**config.mk**
```make
export PLATFORM = sky130hd
export DESIGN_NAME = wra_data_fifo
export DESIGN_NICKNAME = d
export VERILOG_FILES = /design/src/rtl/wra_data_fifo.sv
export SDC_FILE = /design/constraint.sdc
export NUM_CORES = 1
export LEC_CHECK = 0
export CAP_MARGIN = 10
export CORE_AREA = 2 2 184 186
export DETAILED_ROUTE_END_ITERATION = 7
export DIE_AREA = 0 0 186 188
export PLACE_DENSITY = 0.85
export REMOVE_ABC_BUFFERS = 1
export SETUP_SLACK_MARGIN = 0.02
export SLEW_MARGIN = 30
export SYNTH_ARGS = -nofsm -noshare
export SYNTH_HDL_FRONTEND = slang
export SYNTH_SLANG_ARGS = --single-unit
```
**constraint.sdc**
```tcl
create_clock -name clk -period 10.1 [get_ports clk]
set_input_delay 2.525 -clock clk [delete_from_list [all_inputs] [get_ports clk]]
set_output_delay 2.525 -clock clk [all_outputs]
set_load 0.005 [all_outputs]
```
**src/rtl/wra_data_fifo.sv**
```systemverilog
// wra_data_fifo: word-in / byte-out data FIFO feeding the DMA/WRA loader.
// The host writes packed 32-bit words. The DMA stage reads single bytes,
// least-significant byte first. Each byte is registered, so it appears one
// cycle after the read is accepted.
// Optional feature macro: FIFO_ERR_EN adds the sticky ovf/udf error flags.
module wra_data_fifo #(
  parameter int unsigned DEPTH = 16,
  parameter int unsigned AW    = 4
) (
  input  logic          clk,
  input  logic          rst_n,
  input  logic          wr_en,
  input  logic [31:0]   wr_data,
  input  logic          rd_en,
  input  logic          flush,
  output logic [7:0]    rd_data,
  output logic          full,
  output logic          empty,
  output logic [AW+2:0] byte_cnt
`ifdef FIFO_ERR_EN
  ,
  output logic          ovf,
  output logic          udf
`endif
);

  logic [31:0]   mem [DEPTH];

  logic [AW-1:0] wptr_q, wptr_d;
  logic [AW-1:0] rptr_q, rptr_d;
  logic [1:0]    bsel_q, bsel_d;
  logic [AW:0]   wcnt_q, wcnt_d;
  logic [7:0]    rd_data_q, rd_data_d;

  logic          wr_acc;
  logic          rd_acc;
  logic          word_done;
  logic [31:0]   head_word;
  logic [7:0]    head_byte;

  // Status is derived from registered state only; a read that frees a slot
  // does not let a same-cycle write through while full.
  assign full     = (wcnt_q == (AW+1)'(DEPTH));
  assign byte_cnt = {wcnt_q, 2'b00} - {{(AW+1){1'b0}}, bsel_q};
  assign empty    = (byte_cnt == '0);
  assign rd_data  = rd_data_q;

  assign wr_acc    = wr_en && !full && !flush;
  assign rd_acc    = rd_en && !empty && !flush;
  assign word_done = rd_acc && (bsel_q == 2'd3);
  assign head_word = mem[rptr_q];
  assign head_byte = head_word[{bsel_q, 3'b000} +: 8];

  // Next-state for pointers, occupancy and the output byte register.
  always_comb begin
    wptr_d    = wptr_q;
    rptr_d    = rptr_q;
    bsel_d    = bsel_q;
    wcnt_d    = wcnt_q;
    rd_data_d = rd_data_q;
    if (flush) begin
      wptr_d = '0;
      rptr_d = '0;
      bsel_d = '0;
      wcnt_d = '0;
    end else begin
      if (wr_acc) begin
        wptr_d = wptr_q + 1'b1;
      end
      if (rd_acc) begin
        rd_data_d = head_byte;
        bsel_d    = bsel_q + 2'd1;
        if (word_done) begin
          rptr_d = rptr_q + 1'b1;
        end
      end
      case ({wr_acc, word_done})
        2'b10:   wcnt_d = wcnt_q + 1'b1;
        2'b01:   wcnt_d = wcnt_q - 1'b1;
        default: wcnt_d = wcnt_q;
      endcase
    end
  end

  // State registers with asynchronous active-low reset.
  always_ff @(posedge clk or negedge rst_n) begin
    if (!rst_n) begin
      wptr_q    <= '0;
      rptr_q    <= '0;
      bsel_q    <= '0;
      wcnt_q    <= '0;
      rd_data_q <= '0;
    end else begin
      wptr_q    <= wptr_d;
      rptr_q    <= rptr_d;
      bsel_q    <= bsel_d;
      wcnt_q    <= wcnt_d;
      rd_data_q <= rd_data_d;
    end
  end

  // Word storage; contents are not reset or flushed, only pointers are.
  always_ff @(posedge clk) begin
    if (wr_acc) begin
      mem[wptr_q] <= wr_data;
    end
  end

`ifdef FIFO_ERR_EN
  logic ovf_q, ovf_d;
  logic udf_q, udf_d;

  // Sticky error flags: set on a dropped write / ignored read, cleared by flush.
  always_comb begin
    ovf_d = ovf_q;
    udf_d = udf_q;
    if (flush) begin
      ovf_d = 1'b0;
      udf_d = 1'b0;
    end else begin
      if (wr_en && full) ovf_d = 1'b1;
      if (rd_en && empty) udf_d = 1'b1;
    end
  end

  // Error flag registers.
  always_ff @(posedge clk or negedge rst_n) begin
    if (!rst_n) begin
      ovf_q <= 1'b0;
      udf_q <= 1'b0;
    end else begin
      ovf_q <= ovf_d;
      udf_q <= udf_d;
    end
  end

  assign ovf = ovf_q;
  assign udf = udf_q;
`endif

endmodule
```
==> impl_metrics.env, run 1 <==
export IMPL_status="complete, no violations"
export IMPL_grt_max_degree=73
export IMPL_worst_hold_slack_ns=0.566
export IMPL_synth_xor_area_share_pct=0.373
export IMPL_start_util_pct=63.8
export IMPL_synth_compound_area_share_pct=6.63
export IMPL_wl_per_cell_microns=29.1
export IMPL_portBuffers=53
export IMPL_ys_warn_count=0
export IMPL_slew_headroom_pct=28.7
export IMPL_fin_nets=1226
export IMPL_rsz0062_at_grt="no"
export IMPL_place_ws_ns=4.68
export IMPL_fillers=1806
export IMPL_total_leakage_power_nw=7.38
export IMPL_critPathCaptureType="output pin"
export IMPL_cts_buffers=51
export IMPL_power_density_nw_per_um2=192
export IMPL_ys_seq_elements=535
export IMPL_ant_nets=0
export IMPL_rr_worst_depth=7
export IMPL_cp_max_fo=9
export IMPL_grt_pass1_wl_microns=72200
export IMPL_clkTransAtPathRegs_ns=0.07
export IMPL_ios=54
export IMPL_area_delta_synth_final_pct=13.7
export IMPL_postCtsHoldBufs=0
export IMPL_placed_area_sq_um=22400
export IMPL_drive_above_1_share_pct=17.8
export IMPL_core_sq_um=33100
export IMPL_num_antenna_cells=0
export IMPL_crit_path_start_kind="flip-flop"
export IMPL_final_cell_count_no_fill=1659
export IMPL_timing_final_crit_share_pct=54.2
export IMPL_max_cap_violations=0
export IMPL_grt_ovfl_total=0
export IMPL_fp_dieH_microns=188
export IMPL_synthCells=1115
export IMPL_die_w_microns=186
export IMPL_maxSlewViolCount=0
export IMPL_synth_simple_area_share_pct=3.46
export IMPL_die_area_sq_um=35000
export IMPL_yosysTopAreaCellShare_pct=72.8
export IMPL_syn_area_sq_um=21100
export IMPL_skew_ns=0.0137
export IMPL_fmax_mhz=183
export IMPL_drc_errors=0
export IMPL_p_total_mw=4.60
export IMPL_fin_area_sq_um=24000
export IMPL_grt_antenna_before_repair=0
export IMPL_ys_seq_area_share_pct=75.6
export IMPL_holdPathStages=2
export IMPL_cts_buffer_depth=3
export IMPL_yosysUniqueCellTypes=50
export IMPL_gp_congestion=0.834
export IMPL_post_route_min_period_ns=5.47
export IMPL_grt_pass1_vias=11400
export IMPL_dp_hpwl_microns=27400
export IMPL_dpl_cell_count=1572
export IMPL_synthMuxAreaShare_pct=11.6
export IMPL_hp_class="reg -> reg"
export IMPL_setup_tns_ns=0
export IMPL_clock_sinks=535
export IMPL_worst_slack_ns=4.63
export IMPL_finish_utilization_pct=72.5
export IMPL_avgViaCountPerCell=6.83
export IMPL_critPathArrivalTime_ns=2.94
export IMPL_synth_fa_ha_area_share_pct=0.747
export IMPL_first_pass_iters=6
export IMPL_fp_row_count=67
export IMPL_vdd_drop_max_mv=0.147
export IMPL_grt_usage_pct=28.5
export IMPL_setup_viol=0
export IMPL_synth_top_family_by_area="multiplexers"
export IMPL_num_vias=11300
export IMPL_worstMarginPinSlew_ns=1.07
export IMPL_cts_tree="built"
export IMPL_cts_resized=0
export IMPL_post_cts_buffers=0
export IMPL_drt_iter0_drc=1401
export IMPL_cts_max_level=2
export IMPL_avgSynthCellArea_sq_um=18.9
export IMPL_finalHoldViolations=0
export IMPL_crit_type="reg -> out"
export IMPL_crit_required_ns=7.58
export IMPL_clkLatencyLatePin_ns=0.57
export IMPL_cts_root_buf="clkbuf_16"
export IMPL_synth_top_area_cell="edfxtp_1"
export IMPL_drt_wl_total_microns=48300
export IMPL_synth_area_leaders="edfxtp_1 (73%), mux4_2 (6.8%), mux2i_1 (3.0%)"
==> report_power, final <==
part | switching (mW) | total [mW] | internal (mW)
Sequential | 0.0342 | 2.50 | 2.47
Clock | 0.781 | 1.77 | 0.989
Combinational | 0.194 | 0.328 | 0.134
==> per-layer routing <==
layer | share of wire, % | GRT usage, % | up-vias
met5 | 0 | 0 | -
met4 | 3.7 | 11.1 | 0
li1 | - | - | 4737
met3 | 9.8 | 4.93 | 140
met2 | 49 | 45.1 | 737
met1 | 37 | 40.2 | 5718
==> kinds of logic (layout without fill, tap and decap cells) <==
kind of cell	after synthesis	in the layout
muxes	160	160
AOI/OAI and AO/OA	178	178
adders and majority gates	12	12
and+or+nand+nor	138	138
buffers and inverters	83	179
DFF	535	535
xor gates and xnor gates	9	9
==> synth_stat cells, drive strengths merged <==
master	n
a2111o	1
a2111oi	33
a211oi	33
a21o	1
a21oi	7
a22o	48
a311oi	1
a31o	1
and3	6
buf	31
clkbuf	40
dfrtp	23
edfxtp	512
fa	1
ha	11
inv	12
mux2	32
mux2i	64
mux4	64
nand2	20
nand2b	3
nand3	6
nand4	4
nor2	28
nor2b	35
nor3	9
nor3b	2
nor4	18
o2111ai	2
o211ai	3
o21a	3
o21ai	13
o21bai	1
o221ai	8
o22ai	18
o311a	1
o311ai	1
o31ai	1
o41a	1
o41ai	1
or2	2
or3	2
or4	3
xnor2	3
xor2	6
==> worst max-delay path, cell delays in order, from the launching register on <==
cell and delay [ns]:
dfrtp_1 0.48, or4_1 0.63, o21a_1 0.25, or2_2 0.31
nor3_1 0.18, clkdlybuf4s50_1 0.52
==> state kept, by name, summed over array words and instances, names as in the netlist <==
name and flops:
rptr_q 4, rd_data 8, mem 512, bsel_q 2
wcnt_q 5, wptr_q 4
==> path summary, 6_finish.rpt <==
check,startpoint,endpoint,slack [ns]
setup / recovery,wcnt_q[0],empty,4.63
hold / removal,rd_data[2],rd_data[2],0.57
setup reg to reg,rptr_q[2],rd_data[4],6.03
hold reg to reg,rd_data[2],rd_data[2],0.57
max in group asynchronous,rst_n,rptr_q[2],7.71
min in group asynchronous,rst_n,wcnt_q[1],1.95
==> layout by cell type (no fill, tap or decap), drive strengths merged, types with 4 or more instances in the layout <==
cell type,netlist,layout
nor2b,35,35
xor2,6,6
nor4,18,18
mux2i,64,64
a211oi,33,33
nand3,6,6
ha,11,11
mux2,32,32
inv,12,14
dfrtp,23,23
buf,31,28
a22o,48,48
o22ai,18,18
nand2,20,20
a21oi,7,7
and3,6,6
clkdlybuf4s50,0,52
o221ai,8,8
a2111oi,33,33
nor2,28,28
nand4,4,4
mux4,64,64
o21ai,13,13
nor3,9,9
edfxtp,512,512
clkbuf,40,61
clkinv,0,20
==> area by class of cell <==
type                       instances  area, sq um  share of cell area [%]
clock buffer                      61         1340                    5.56
clock inverter                    26          195                   0.814
inverter                          12         45.0                   0.188
multi-input combinational        497         4940                    20.6
sequential                       535        16000                    66.5
tap                              448          561                    2.34
timing repair buffer              80          955                    3.98
No activity file was read; power rests on OpenSTA's default activity.
==> run 2: changes to the inputs <==
- CORE_AREA: 2 2 184 186 -> 2 2 190 192
- DIE_AREA: 0 0 186 188 -> 0 0 192 194
- PLACE_DENSITY: 0.85 -> 0.81
- clock period: 10.1 -> 5.5 ns (I/O delays scaled with it)
==> impl_metrics.env, run 2 (same netlist as run 1, synthesis figures left out) <==
export IMPL_status="complete, no violations"
export IMPL_largest_register_ffs=512
export IMPL_post_route_min_period_ns=4.34
export IMPL_num_antenna_cells=0
export IMPL_clkTransAtPathRegs_ns=0.07
export IMPL_setup_viol=0
export IMPL_layout_commonest_cell="edfxtp_1"
export IMPL_gp_congestion=0.866
export IMPL_cp_max_fo=9
export IMPL_fp_row_count=69
export IMPL_cts_resized=0
export IMPL_slowest_stage="or4_1"
export IMPL_max_stage_delay_ns=0.64
export IMPL_crit_required_ns=4.12
export IMPL_final_cell_count_no_fill=1672
export IMPL_fin_nets=1229
export IMPL_num_vias=11200
export IMPL_timing_final_crit_share_pct=78.8
export IMPL_crit_path_start_kind="flip-flop"
export IMPL_die_area_sq_um=37200
export IMPL_wl_met1_microns=18400
export IMPL_hp_class="reg -> reg"
export IMPL_grt_usage_pct=26.2
export IMPL_crit_chain="or4_1 -> o21a_1 -> or2_2 -> nor3_1 -> clkdlybuf4s50_1"
export IMPL_first_pass_iters=5
export IMPL_critPathCaptureType="output pin"
export IMPL_wl_per_cell_microns=28.3
export IMPL_ant_nets=0
export IMPL_skew_ns=0.0150
export IMPL_drc_errors=0
export IMPL_max_cap_violations=0
export IMPL_cts_max_level=2
export IMPL_post_cts_buffers=0
export IMPL_fp_dieH_microns=194
export IMPL_crit_type="reg -> out"
export IMPL_worst_slack_ns=1.16
export IMPL_slew_headroom_pct=34.6
export IMPL_rsz0062_at_grt="no"
export IMPL_cts_buffer_depth=3
export IMPL_avgViaCountPerCell=6.72
export IMPL_postCtsHoldBufs=0
export IMPL_grt_pass1_wl_microns=71300
export IMPL_grt_ovfl_total=0
export IMPL_top_register="mem"
export IMPL_multi_input_area_sq_um=4930
export IMPL_ff_latch_area_sq_um=16000
export IMPL_clock_sinks=535
export IMPL_drive_above_1_share_pct=17.6
export IMPL_die_w_microns=192
export IMPL_dr_wl_met3_microns=4530
export IMPL_total_leakage_power_nw=7.32
export IMPL_grt_max_degree=69
export IMPL_worst_r2r_setup_slack_ns=1.77
export IMPL_dp_hpwl_microns=27100
export IMPL_drt_iter0_drc=1325
export IMPL_area_delta_synth_final_pct=12.9
export IMPL_place_ws_ns=1.33
export IMPL_final_cell_mix="edfxtp_1 (512), mux4_2 (64), mux2i_1 (64)"
export IMPL_ios=54
export IMPL_dpl_cell_count=1591
export IMPL_wl_met2_microns=22200
export IMPL_start_util_pct=59.9
export IMPL_portBuffers=53
export IMPL_maxSlewViolCount=0
export IMPL_vdd_drop_max_mv=0.340
export IMPL_grt_antenna_before_repair=0
export IMPL_drt_wl_total_microns=47300
export IMPL_fillers=2132
export IMPL_finalHoldViolations=0
export IMPL_grt_pass1_vias=11300
export IMPL_fmax_mhz=231
export IMPL_power_density_nw_per_um2=350
export IMPL_critPathArrivalTime_ns=2.96
export IMPL_clkLatencyLatePin_ns=0.56
export IMPL_cts_root_buf="clkbuf_16"
export IMPL_top_layer_used="met4"
export IMPL_setup_tns_ns=0
export IMPL_core_sq_um=35200
export IMPL_cts_tree="built"
export IMPL_cts_buffers=48
export IMPL_worstMarginPinSlew_ns=0.978
run 2: changes by cell type in the layout (fill, tap and decap cells not counted), moves of 2 or more:
cell       change
clkinv_2       -5
clkinv_4       -2
buf_8          -3
clkbuf_1       +6
buf_16         -7
buf_12         +2
buf_4         +15
bufinv_16      +2
clkbuf_16      -3
run 2: worst paths after layout:
check                                start         end  cells past startpoint
worst max-delay path             wcnt_q[0]       empty                      5
worst max register to register   wcnt_q[0]   wcnt_q[4]                     11
worst min-delay path            rd_data[5]  rd_data[5]                      2
max in group asynchronous            rst_n   rptr_q[0]                      1
min in group asynchronous            rst_n   wcnt_q[1]                      1
worst min register to register  rd_data[5]  rd_data[5]                      2
run 2: critical path: cells and delay by family, from the launching register on:
kind / cells / cell delay [ns]
flip-flops: 1 / 0.49
AND/OR/NAND/NOR: 3 / 1.14
AO/OA/AOI/OAI: 1 / 0.25
buffers and inverters: 1 / 0.52
run 2: layer usage:
layer | GRT usage, % | vias to the layer above
met4 | 11.3 | 0
met5 | 0 | -
met2 | 39.3 | 659
li1 | - | 4737
met1 | 37.9 | 5705
met3 | 5.48 | 141
run 2: stage by stage:
step	cell area [sq um]	util [%]	total power, mW	hold WS, ns
4_1_cts	23800	67.6	8.37	0.572
6_report	23800	67.7	8.35	0.570
3_3_place_gp	22300	63.2	5.21	0.540
5_1_grt	23800	67.7	8.59	0.612
3_5_place_dp	22400	63.5	5.24	0.552
2_1_floorplan	20800	-	4.89	0.509
run 2: final cells by class:
cell class | count | area share (%)
Sequential cell | 535 | 66.9
Inverter | 12 | 0.189
Timing Repair Buffer | 86 | 3.60
Multi-Input combinational cell | 497 | 20.7
Tap cell | 461 | 2.42
Clock inverter | 17 | 0.756
Clock buffer | 64 | 5.38
run 2: where the power goes:
| group | switching, mW | total (mW) | internal [mW] |
|---|---|---|---|
| sequential | 0.0494 | 4.58 | 4.53 |
| combinational | 0.351 | 0.594 | 0.242 |
| clock | 1.37 | 3.18 | 1.81 |
| total | 1.77 | 8.35 | 6.58 |
